### config.mk
export PLATFORM = sky130hd
export DESIGN_NAME = college_grade_bank
export DESIGN_NICKNAME = d
export VERILOG_FILES = /design/src/rtl/college_grade_bank.sv
export SDC_FILE = /design/constraint.sdc
export NUM_CORES = 1
export LEC_CHECK = 0
export ABC_AREA = 1
export ABC_CLOCK_PERIOD_IN_PS = 1600
export CORE_MARGIN = 3
export CORE_UTILIZATION = 50
export DETAILED_ROUTE_END_ITERATION = 10
export PLACE_DENSITY_LB_ADDON = 0.08
export SYNTH_ARGS = -nofsm -noshare
export SYNTH_HDL_FRONTEND = slang
export SYNTH_SLANG_ARGS = --single-unit
export TNS_END_PERCENT = 100
### constraint.sdc
create_clock -name clk -period 1.6 [get_ports clk]
set_input_delay 0.32 -clock clk [delete_from_list [all_inputs] [get_ports clk]]
set_output_delay 0.32 -clock clk [all_outputs]
set_load 0.03 [all_outputs]
### src/rtl/college_grade_bank.sv
// Grade bank: teacher/principal write ports with channel permissions and a
// sticky finalise lock, plus a single-entry student read port.
module college_grade_bank #(
    parameter int NUM_CH = 3,
    parameter int WIDTH = 8,
    parameter logic [NUM_CH-1:0] P_MASK = 3'b100,
    localparam int CHW = (NUM_CH > 2) ? $clog2(NUM_CH) : 1
) (
    input  logic             clk,
    input  logic             rst,
    input  logic             t_wr_en,
    input  logic [CHW-1:0]   t_wr_ch,
    input  logic [WIDTH-1:0] t_wr_data,
    input  logic             p_wr_en,
    input  logic [CHW-1:0]   p_wr_ch,
    input  logic [WIDTH-1:0] p_wr_data,
    input  logic             p_lock,
    input  logic             s_rd_req,
    input  logic [CHW-1:0]   s_rd_ch,
    input  logic             s_rd_ready,
    output logic             s_rd_valid,
    output logic [WIDTH-1:0] s_rd_data,
    output logic             s_rd_ovr,
    output logic             locked,
    output logic             wr_err
);

    typedef enum logic { OPEN, LOCKED } bank_state_t;
    typedef enum logic { IDLE, PRESENT } rd_state_t;

    bank_state_t bank_state, bank_next;
    rd_state_t   rd_state, rd_next;

    logic [WIDTH-1:0] grade [NUM_CH];
    logic [NUM_CH-1:0] ovr;

    logic             t_in_range, p_permit, rd_in_range;
    logic             p_ok, t_ok, reject;
    logic [WIDTH-1:0] rd_sel_data;
    logic             rd_sel_ovr;
    logic [WIDTH-1:0] rd_data_q;
    logic             rd_ovr_q;

    // Channel decode by iteration keeps out-of-range indices from ever
    // addressing the register file or the permission mask.
    always_comb begin
        t_in_range  = 1'b0;
        p_permit    = 1'b0;
        rd_in_range = 1'b0;
        rd_sel_data = '0;
        rd_sel_ovr  = 1'b0;
        for (int i = 0; i < NUM_CH; i++) begin
            if (t_wr_ch == CHW'(i)) t_in_range = 1'b1;
            if (p_wr_ch == CHW'(i)) p_permit = P_MASK[i];
            if (s_rd_ch == CHW'(i)) begin
                rd_in_range = 1'b1;
                rd_sel_data = grade[i];
                rd_sel_ovr  = ovr[i];
            end
        end
    end

    always_comb begin
        p_ok   = p_wr_en && p_permit;
        t_ok   = t_wr_en && (bank_state == OPEN) && t_in_range &&
                 !(p_ok && (p_wr_ch == t_wr_ch));
        reject = (t_wr_en && !t_ok) || (p_wr_en && !p_ok);
    end

    always_comb begin
        bank_next = bank_state;
        if (p_lock) bank_next = LOCKED;
    end

    always_ff @(posedge clk or posedge rst) begin
        if (rst) bank_state <= OPEN;
        else     bank_state <= bank_next;
    end

    assign locked = (bank_state == LOCKED);

    always_ff @(posedge clk or posedge rst) begin
        if (rst) begin
            for (int i = 0; i < NUM_CH; i++) grade[i] <= '0;
            ovr    <= '0;
            wr_err <= 1'b0;
        end else begin
            for (int i = 0; i < NUM_CH; i++) begin
                if (p_ok && (p_wr_ch == CHW'(i))) begin
                    grade[i] <= p_wr_data;
                    ovr[i]   <= 1'b1;
                end else if (t_ok && (t_wr_ch == CHW'(i))) begin
                    grade[i] <= t_wr_data;
                    ovr[i]   <= 1'b0;
                end
            end
            wr_err <= reject;
        end
    end

    // Read handshake: s_rd_valid is high in PRESENT; data and ovr hold
    // steady until the rising edge that sees s_rd_ready=1, which retires it.
    always_comb begin
        rd_next = rd_state;
        case (rd_state)
            IDLE:    if (s_rd_req && rd_in_range) rd_next = PRESENT;
            PRESENT: if (s_rd_ready) rd_next = IDLE;
            default: rd_next = IDLE;
        endcase
    end

    always_ff @(posedge clk or posedge rst) begin
        if (rst) rd_state <= IDLE;
        else     rd_state <= rd_next;
    end

    always_ff @(posedge clk or posedge rst) begin
        if (rst) begin
            rd_data_q <= '0;
            rd_ovr_q  <= 1'b0;
        end else if (rd_state == IDLE && rd_next == PRESENT) begin
            rd_data_q <= rd_sel_data;
            rd_ovr_q  <= rd_sel_ovr;
        end else if (rd_state == PRESENT && rd_next == IDLE) begin
            rd_data_q <= '0;
            rd_ovr_q  <= 1'b0;
        end
    end

    assign s_rd_valid = (rd_state == PRESENT);
    assign s_rd_data  = rd_data_q;
    assign s_rd_ovr   = rd_ovr_q;

endmodule
# --- Word level (Yosys, flattened, before mapping) ---
# Index checks and enable logic that the tools add are counted.
totals:
  ff_bits: 39
  output_inout_bits: 12
  in_bits: 29
op_classes:
  n_reduce_logical: 27
  n_eq_ne: 7
  n_mux: 32
  bitwise_logic: 3
op_table:
  columns: ["operator", "n"]
  rows:
  - ["$mux 8", 11]
  - ["$mux 1", 20]
  - ["$logic_and 1x1->1", 16]
  - ["$reduce_bool 2->1", 4]
  - ["$eq 2x1->1 const B", 3]
  - ["$eq 2x2->1 const B", 3]
  - ["$logic_not 2->1", 3]
  - ["$logic_not 1->1", 3]
  - ["$not 1->1", 3]
  - ["$eq 2x2->1", 1]
  - ["$pmux 1 s2", 1]
  - ["$logic_or 1x1->1", 1]

# --- Depth between registers and ports, before layout ---
# Gate-level depths: netlist (run 1).
logic_depth:
  ltp_word: 11
  mapped_depth: 8
  ltp_nobuf: 8

# --- Worst setup path before layout (run 1) ---
# Ideal clock, no wire load.
synth_timing:
  kind: "register to register"
  startpoint: "reg bank_state (netlist: locked)"
  endpoint: "reg grade[16] (netlist bit)"
  period_less_slack_ns: 1.358
  n_path_buf: 1
  required_ns: 1.481
  path_stages_with_launch: 8
  arrival_ns: 1.239
  setup_slack_ns: 0.242
  cell_sequence: "dfrtp_1 > inv_1 > nand2_1 > nor2_4 > nand3_4 > buf_8 > nand2_2 > o21ai_2"
synth_via:
  elab_chain_cells: 6
synth_rtl:
  columns: ["item", "line", "text"]
  rows:
  - ["start: declaration", "31", "bank_state_t bank_state, bank_next;"]
  - ["start signal: assignment", "77", "else bank_state <= bank_next;"]
  - ["$not 1->1", "65", "t_ok = t_wr_en && (bank_state == OPEN) && t_in_range &&"]
  - ["$logic_and 1x1->1 (3 in a row)", "65", null]
  - ["$logic_and 1x1->1", "92", "end else if (t_ok && (t_wr_ch == CHW'(i))) begin"]
  - ["$reduce_bool 2->1 (no source line)", null, null]
  - ["end signal: indexed assignment", "90", "grade[i] <= p_wr_data;"]
  - ["end signal: indexed assignment", "93", "grade[i] <= t_wr_data;"]
  - ["end: declaration", "34", "logic [WIDTH-1:0] grade [NUM_CH];"]
# No other way between the ends.
# A chain may end at the register's enable or synchronous reset.

# --- Worst setup path after layout (run 1) ---
layout_timing:
  startpoint: "in p_wr_ch[0]"
  endpoint: "reg grade[10] (netlist bit)"
layout_via:
  elab_chain_cells: 8
  elab_cells_between_ends: 12
layout_rtl:
  columns: ["item", "line", "text"]
  rows:
  - ["start: declaration", "15", "input logic [CHW-1:0] p_wr_ch,"]
  - ["$eq 2x2->1", "54", "if (p_wr_ch == CHW'(i)) p_permit = P_MASK[i];"]
  - ["$mux 1", "54", null]
  - ["$logic_and 1x1->1", "64", "p_ok = p_wr_en && p_permit;"]
  - ["$logic_and 1x1->1", "66", "!(p_ok && (p_wr_ch == t_wr_ch));"]
  - ["$logic_not 1->1", "66", null]
  - ["$logic_and 1x1->1", "65", null]
  - ["$logic_and 1x1->1", "92", null]
  - ["$reduce_bool 2->1 (no source line)", null, null]
# Several ways; a longest one is shown, not always the timed one.

==> flow_metrics.py, run 1 <==
metrics = {
    "status": {
        "status": "finished, final reports clean",
    },
    "sta": {
        "slew_headroom": 0.607,
        "drv_slew": 0,
        "post-route-period-util": 0.925,
        "min_period_ns": 1.48,
        "setup_violations": 0,
        "rsz0062_at_grt": "false",
        "fin_ws_ns": 0.120,
        "finalClockSkew_ns": 0.00572,
        "max_clock_freq_mhz": 676,
        "holdWs_ns": 0.373,
        "worst_pin_slew_ns": 0.588,
        "hold_viol": 0,
    },
    "die": {
        "dieHeight_microns": 68.2,
        "die_w_microns": 68.2,
        "start_util": 0.550,
        "pin_count": 41,
        "die_area_sq_um": 4650,
        "num_rows": 21,
        "coreArea_sq_um": 3520,
    },
    "route": {
        "num_vias": 1647,
        "wire_per_inst_microns": 12.8,
        "first_iter_violations": 122,
        "post-route-drc-count": 0,
        "vias_per_cell": 4.96,
        "first_pass_iters": 4,
        "ant_nets": 0,
        "drt-total-wl_mm": 4.26,
    },
    "synth": {
        "syn_avg_cell_area_sq_um": 8.45,
        "yosys_most_used_dff": "dfrtp_1",
        "ys_types": 18,
        "ys_top_cells_by_area": "dfrtp_1 50%, nand2_1 18%, o21ai_2 7.2%",
        "syn_area_sq_um": 1940,
        "syn_nets": 258,
        "synth_edf_count": 0,
        "synth_top_area_share": 0.504,
        "yosysMostFrequentCell": "nand2_1",
        "async_flop_share": 1.00,
        "syn_inst": 229,
        "synthTopCellsByCount": "94 x nand2_1, 39 x dfrtp_1, 27 x nand3_1",
        "yosys_warnings": 0,
        "yosys.area.top_type": "dfrtp_1",
        "ys_seq_elements": 39,
        "ys_seq_area_frac": 0.504,
    },
    "cts": {
        "htreeDepth": 2,
        "post-cts-setup-buffer-count": 0,
        "cts_tree": "done",
        "insertion_delay_ns": 0.30,
        "postCtsHoldBufs": 0,
        "clkTransAtPathRegs_ns": 0.08,
        "cts_made_buffers": 5,
        "clock_sink_count": 39,
        "clock_path_buffers": 2,
        "cts_root_buf": "clkbuf_8",
    },
    "setup_path": {
        "critical_path_peak_fanout": 17,
        "critical_path_class": "in2reg",
        "regToRegSetupSlack_ns": 0.23,
        "r2r_cells": 6,
        "required_ns": 1.78,
        "worstPathArrival_ns": 1.66,
        "critPathCaptureType": "register",
        "r2r-end": "grade[10]$_DFFE_PP0P_",
        "worst_r2r_startpoint": "locked$_DFFE_PP0P_",
        "cp-start-kind": "primary input",
        "critPathLaunch": "p_wr_ch[0]",
    },
    "finish": {
        "drive_gt1_frac": 0.192,
        "area_delta_synth_final_pct": 33.4,
        "antenna-diode-count": 0,
        "num-nets-final": 314,
    },
    "power": {
        "p_leak_nw": 1.33,
        "ir_worst_vdd_uv": 642,
        "power.density_nw_per_um2": 875,
    },
    "global_route": {
        "grt_usage": 0.209,
        "grt_max_degree": 40,
        "grt_pass1_vias": 1677,
        "antenna_found_initial": 0,
        "grt_pass1_wl_mm": 7.19,
        "grt.overflow.total": 0,
    },
    "min_path": {
        "hold_class": "in2async",
    },
    "placement": {
        "portBuffers": 40,
        "dp_hpwl_mm": 3.16,
        "gp_congestion": 0.788,
        "placement.setup.worst_slack_ns": -0.166,
    },
    "flow_run": {
        "max_cap_viol_count": 0,
    },
}
[cells by family after synthesis]
logic type             after synthesis  share of synthesized area
buffers and inverters               26                     0.0627
AND/OR/NAND/NOR                    139                      0.337
flip-flops                          39                      0.504
AO/OA/AOI/OAI                       25                     0.0957
[metrics by stage]
step	instances	total power, mW	util	area, sq um	TNS (ns)
2_1_floorplan	229	1.34	-	1940	0
3_3_place_gp	324	1.54	0.707	2490	-2.68
3_5_place_dp	324	1.55	0.707	2490	-3.95
4_1_cts	332	2.27	0.732	2580	0
5_1_grt	332	2.36	0.733	2580	0
6_report	332	2.26	0.733	2580	0
[how the worst max path moves through the flow]
| stage | endpoint | cells after the start |
|---|---|---|
| finish | grade[10]$_DFFE_PP0P_ | 8 |
| floorplan | grade[16]$_DFFE_PP0P_ | 7 |
| global placement | grade[13]$_DFFE_PP0P_ | 6 |
| global route | s_rd_data[3]$_DFFE_PP0P_ | 6 |
| CTS | grade[10]$_DFFE_PP0P_ | 8 |
| detailed placement | grade[14]$_DFFE_PP0P_ | 8 |
[registers in the layout, summed over array words and instances, names as in the netlist]
signal	count
s_rd_ovr	1
wr_err	1
locked	1
s_rd_data	8
ovr	3
grade	24
s_rd_valid	1
[placed cells by master, fill, tap and decap left out]
| cell type | n |
|---|---|
| clkdlybuf4s50_1 | 28 |
| inv_2 | 3 |
| inv_1 | 18 |
| clkinv_1 | 1 |
| buf_12 | 3 |
| or2_2 | 1 |
| o21ai_2 | 16 |
| nand3_4 | 3 |
| nand2_1 | 94 |
| nand3_1 | 27 |
| nand2_2 | 6 |
| dlygate4sd2_1 | 12 |
| clkinvlp_4 | 1 |
| o21ai_0 | 9 |
| nor2_2 | 1 |
| nor2_4 | 1 |
| buf_4 | 10 |
| nand2_4 | 2 |
| clkbuf_8 | 7 |
| dfrtp_1 | 39 |
| nor2_1 | 3 |
| nor2_8 | 1 |
[power by group]
part / switching (mW) / internal (mW)
clock: 0.358 / 0.392
combinational: 0.227 / 0.173
sequential: 0.0484 / 1.06
total: 0.633 / 1.63
[critical path: stages]
cell and delay (ns):
clkdlybuf4s50_1 0.46, inv_1 0.04, nand2_1 0.18, nor2_8 0.06
nand2_4 0.11, nand3_4 0.25, nand2_1 0.18, o21ai_2 0.06
[layout make-up]
type,instances,area (sq um)
flip-flops and latches,39,976
fillers,295,940
multi-input cells,164,841
repair buffers,53,520
clock buffers,7,96.3
inverters,22,82.6
well taps,46,57.6
clock inverters,1,7.51
[per-layer routing]
layer,share of wire,track usage,up-vias
met4,0.017,0.0794,0
met3,0.045,0.0394,9
met5,0,0,-
met1,0.45,0.257,757
li1,-,-,838
met2,0.48,0.362,43
[timing repair]
item	in CTS	in global routing
endpoints found under the hold margin	0	0
resized for setup	12	1
cloned	0	0
endpoints found under the setup margin	12	1
No activity file was read; power rests on OpenSTA's default activity.
==> run 2, diff against run 1 <==
- CORE_MARGIN: 3 -> unset
- CTS_BUF_LIST: unset -> sky130_fd_sc_hd__clkbuf_4 sky130_fd_sc_hd__clkbuf_8 sky130_fd_sc_hd__clkbuf_16
==> flow_metrics.py, run 2 (synthesis results as in run 1) <==
metrics = {
    "cts": {
        "insertion_delay_ns": 0.29,
        "cts_tree": "done",
        "clock_path_buffers": 2,
        "cts_made_buffers": 5,
        "cts_root_buf": "clkbuf_8",
        "htreeDepth": 2,
        "clkTransAtPathRegs_ns": 0.07,
        "clock_sink_count": 39,
        "post-cts-setup-buffer-count": 0,
    },
    "power": {
        "intPower_mw": 1.54,
        "clockPowerShare": 0.294,
        "switching_share": 0.275,
        "finalPower_mw": 2.12,
        "ir_worst_vdd_uv": 397,
        "p_seq_frac": 0.525,
        "p_leak_nw": 1.30,
        "power.density_nw_per_um2": 845,
        "share_comb_of_total_power": 0.182,
        "p_switching_uw": 581,
    },
    "die": {
        "start_util": 0.525,
        "die_w_microns": 64.2,
        "die_area_sq_um": 4120,
        "pin_count": 41,
        "coreArea_sq_um": 3690,
        "num_rows": 22,
        "dieHeight_microns": 64.2,
    },
    "sta": {
        "tns_ns": 0,
        "drv_slew": 0,
        "worst_pin_slew_ns": 0.565,
        "setup_violations": 0,
        "holdWs_ns": 0.383,
        "max_clock_freq_mhz": 687,
        "post-route-period-util": 0.910,
        "hold_viol": 0,
        "finalClockSkew_ns": 0.00755,
        "slew_headroom": 0.622,
        "rsz0062_at_grt": "false",
        "min_period_ns": 1.46,
    },
    "placement": {
        "dp_hpwl_mm": 2.94,
        "place_area_sq_um": 2440,
        "gp_congestion": 0.801,
        "dp_cells": 323,
        "portBuffers": 40,
    },
    "finish": {
        "instances_no_fill": 329,
        "drive_gt1_frac": 0.174,
        "largest_register_ffs": 24,
        "antenna-diode-count": 0,
        "regMostFlops": "grade",
        "mostFrequentLayoutCells": "94 x nand2_1, 39 x dfrtp_1, 28 x clkdlybuf4s50_1",
        "postLayoutCellArea_sq_um": 2510,
        "num-nets-final": 311,
        "area_delta_synth_final_pct": 29.5,
        "fillerInstances": 348,
        "layout_commonest_cell": "nand2_1",
    },
    "min_path": {
        "hold_class": "in2async",
    },
    "setup_path": {
        "critical_path_peak_fanout": 17,
        "worst_r2r_startpoint": "locked$_DFFE_PP0P_",
        "r2r-end": "grade[12]$_DFFE_PP0P_",
        "required_ns": 1.77,
        "regToRegSetupSlack_ns": 0.23,
        "endpoint": "grade[12]$_DFFE_PP0P_",
        "critPathCaptureType": "register",
        "critical_path_class": "in2reg",
        "cp-start-kind": "primary input",
        "critPathLaunch": "t_wr_ch[0]",
        "worstPathArrival_ns": 1.62,
        "r2r_cells": 6,
    },
    "status": {
        "status": "finished, final reports clean",
    },
    "global_route": {
        "grt.overflow.total": 0,
        "grt_pass1_vias": 1544,
        "grt_pass1_wl_mm": 6.96,
        "grt_max_degree": 40,
        "grt_usage": 0.226,
        "antenna_found_initial": 0,
    },
    "route": {
        "post-route-drc-count": 0,
        "drt-total-wl_mm": 3.98,
        "num_vias": 1589,
        "vias_per_cell": 4.83,
        "wire_per_inst_microns": 12.1,
        "first_pass_iters": 4,
        "ant_nets": 0,
        "first_iter_violations": 75,
    },
    "flow_run": {
        "max_cap_viol_count": 0,
    },
}
==> run 2: critical path, cell delays in order <==
cell and delay (ns):
clkdlybuf4s50_1 0.52, inv_1 0.06, nand2_2 0.07, nand2_2 0.06, nand2_4 0.12, nand3_4 0.25
nand2_1 0.16, o21ai_2 0.06
==> run 2: cell type report <==
class,count,area (sq um),area share
flip-flops and latches,39,976,0.389
well taps,48,60.1,0.0240
clock buffers,6,76.3,0.0305
inverters,22,82.6,0.0330
multi-input cells,164,838,0.334
repair buffers,50,473,0.189
==> run 2: through the flow <==
stage          setup WS, ns   util
2_1_floorplan         0.242      -
3_3_place_gp         -0.136  0.663
3_5_place_dp         -0.150  0.663
4_1_cts               0.158  0.679
5_1_grt             0.00478  0.679
6_report              0.144  0.679
==> run 2: power by group through the flow <==
stage / registers [mW] / clock network (mW) / logic (mW)
2_1_floorplan: 1.17 / 0 / 0.173
3_3_place_gp: 1.13 / 0 / 0.403
3_5_place_dp: 1.13 / 0 / 0.407
4_1_cts: 1.11 / 0.633 / 0.389
5_1_grt: 1.12 / 0.677 / 0.432
6_report: 1.11 / 0.622 / 0.385
==> run 2: routing by layer <==
| metal | vias up | global-route usage | routed length, microns |
|---|---|---|---|
| li1 | 831 | - | - |
| met1 | 700 | 0.303 | 1890 |
| met2 | 56 | 0.342 | 1840 |
| met3 | 2 | 0.0661 | 230 |
| met4 | 0 | 0.0944 | 9 |
| met5 | - | 0 | 0 |
==> run 2: worst min-delay path by stage <==
stage | startpoint | endpoint | slack [ns] | cells after the start
final | rst | s_rd_data[2]$_DFFE_PP0P_ | 0.38 | 3
after global routing | rst | s_rd_data[3]$_DFFE_PP0P_ | 0.44 | 3
after floorplan | s_rd_ready | s_rd_valid$_DFF_PP0_ | 0.43 | 1
after CTS | rst | s_rd_data[3]$_DFFE_PP0P_ | 0.39 | 3
after global placement | ovr[0]$_DFFE_PP0P_ | ovr[0]$_DFFE_PP0P_ | 0.47 | 2
after detailed placement | grade[11]$_DFFE_PP0P_ | grade[11]$_DFFE_PP0P_ | 0.47 | 2
==> run 2: timing repair <==
item,4_1_cts,5_1_grt
endpoints found under the setup margin,12,0
hold buffers,0,0
gates resized for setup,12,0
==> run 3, diff against run 2 <==
- MAX_ROUTING_LAYER: unset -> met4
==> flow_metrics.py, run 3 (synthesis results as in run 1) <==
metrics = {
    "die": {
        "die_area_sq_um": 4120,
        "start_util": 0.525,
        "dieHeight_microns": 64.2,
        "coreArea_sq_um": 3690,
        "die_w_microns": 64.2,
        "pin_count": 41,
        "num_rows": 22,
    },
    "global_route": {
        "grt_pass1_wl_mm": 6.98,
        "grt.overflow.total": 0,
        "grt_usage": 0.233,
        "grt_max_degree": 40,
        "antenna_found_initial": 0,
        "grt_pass1_vias": 1545,
    },
    "placement": {
        "gp_congestion": 0.812,
        "portBuffers": 40,
        "placement.setup.worst_slack_ns": -0.150,
        "dp_hpwl_mm": 2.94,
    },
    "min_path": {
        "hold_class": "in2async",
    },
    "setup_path": {
        "required_ns": 1.77,
        "endpoint": "grade[12]$_DFFE_PP0P_",
        "regToRegSetupSlack_ns": 0.22,
        "critPathLaunch": "t_wr_ch[0]",
        "worstPathArrival_ns": 1.63,
        "r2r_cells": 6,
        "critical_path_class": "in2reg",
        "r2r-end": "grade[12]$_DFFE_PP0P_",
        "cp-start-kind": "primary input",
        "critPathCaptureType": "register",
        "worst_r2r_startpoint": "locked$_DFFE_PP0P_",
        "critical_path_peak_fanout": 17,
    },
    "finish": {
        "mostFrequentLayoutCells": "94 x nand2_1, 39 x dfrtp_1, 28 x clkdlybuf4s50_1",
        "fillerInstances": 348,
        "antenna-diode-count": 0,
        "final_util": 0.679,
        "num-nets-final": 311,
        "largest_register_ffs": 24,
        "drive_gt1_frac": 0.174,
        "area_delta_synth_final_pct": 29.5,
        "layout_commonest_cell": "nand2_1",
        "regMostFlops": "grade",
    },
    "sta": {
        "max_clock_freq_mhz": 687,
        "worst_pin_slew_ns": 0.567,
        "rsz0062_at_grt": "false",
        "finalClockSkew_ns": 0.00745,
        "post-route-period-util": 0.910,
        "fin_ws_ns": 0.143,
        "slew_headroom": 0.621,
        "drv_slew": 0,
        "min_period_ns": 1.46,
        "setup_violations": 0,
        "hold_viol": 0,
    },
    "route": {
        "ant_nets": 0,
        "first_iter_violations": 88,
        "wire_per_inst_microns": 12.1,
        "vias_per_cell": 4.84,
        "post-route-drc-count": 0,
        "num_vias": 1593,
        "first_pass_iters": 4,
        "drt-total-wl_mm": 3.98,
    },
    "cts": {
        "insertion_delay_ns": 0.29,
        "cts_root_buf": "clkbuf_8",
        "clock_path_buffers": 2,
        "clock_sink_count": 39,
        "cts_made_buffers": 5,
        "cts_tree": "done",
        "post-cts-setup-buffer-count": 0,
        "clkTransAtPathRegs_ns": 0.07,
        "htreeDepth": 2,
    },
    "flow_run": {
        "max_cap_viol_count": 0,
    },
    "status": {
        "status": "finished, final reports clean",
    },
    "power": {
        "power.density_nw_per_um2": 845,
        "p_leak_nw": 1.30,
        "ir_worst_vdd_uv": 397,
    },
}
run 3: cell counts in the layout (fill, tap and decap cells not counted):
Identical to the previous run, type by type.
run 3: final cells by class:
type,instances,area (sq um),area share
clock buffer,6,76.3,0.0305
tap,48,60.1,0.0240
timing repair buffer,50,473,0.189
inverter,22,82.6,0.0330
multi-input combinational,164,838,0.334
sequential,39,976,0.389
run 3: worst max-delay path, cell delays in order:
cell and delay, ns:
clkdlybuf4s50_1 0.52, inv_1 0.06, nand2_2 0.07, nand2_2 0.06
nand2_4 0.12, nand3_4 0.25, nand2_1 0.16, o21ai_2 0.06
run 3: repair_timing:
item                       4_1_cts  5_1_grt
hold buffers                     0        0
setup endpoints to repair       12        0
resized for setup               12        0
run 3: worst min-delay path by stage:
stage / start / end / slack [ns] / depth (start not counted)
after global routing: rst / s_rd_data[3]$_DFFE_PP0P_ / 0.44 / 3
after detailed placement: grade[11]$_DFFE_PP0P_ / grade[11]$_DFFE_PP0P_ / 0.47 / 2
final: rst / s_rd_data[3]$_DFFE_PP0P_ / 0.38 / 3
after floorplan: s_rd_ready / s_rd_valid$_DFF_PP0_ / 0.43 / 1
after CTS: rst / s_rd_data[3]$_DFFE_PP0P_ / 0.39 / 3
after global placement: ovr[0]$_DFFE_PP0P_ / ovr[0]$_DFFE_PP0P_ / 0.47 / 2
run 3: layer usage:
| metal | GRT usage | wire [microns] | vias to the layer above |
|---|---|---|---|
| li1 | - | - | 831 |
| met2 | 0.344 | 1860 | 54 |
| met5 | - | 0 | - |
| met4 | 0.0944 | 9 | 0 |
| met3 | 0.0661 | 206 | 2 |
| met1 | 0.302 | 1900 | 706 |
run 3: stage by stage:
step	area [sq um]	hold WS, ns	setup TNS, ns	power [mW]	cells
2_1_floorplan	1940	0.428	0	1.34	229
3_3_place_gp	2440	0.465	-3.17	1.53	323
3_5_place_dp	2440	0.472	-3.56	1.54	323
4_1_cts	2510	0.394	0	2.13	329
5_1_grt	2510	0.440	0	2.23	329
6_report	2510	0.383	0	2.12	329
run 3: power breakdown:
| part | internal (mW) | switching [mW] |
|---|---|---|
| Clock | 0.307 | 0.314 |
| Combinational | 0.166 | 0.218 |
| Sequential | 1.06 | 0.0483 |
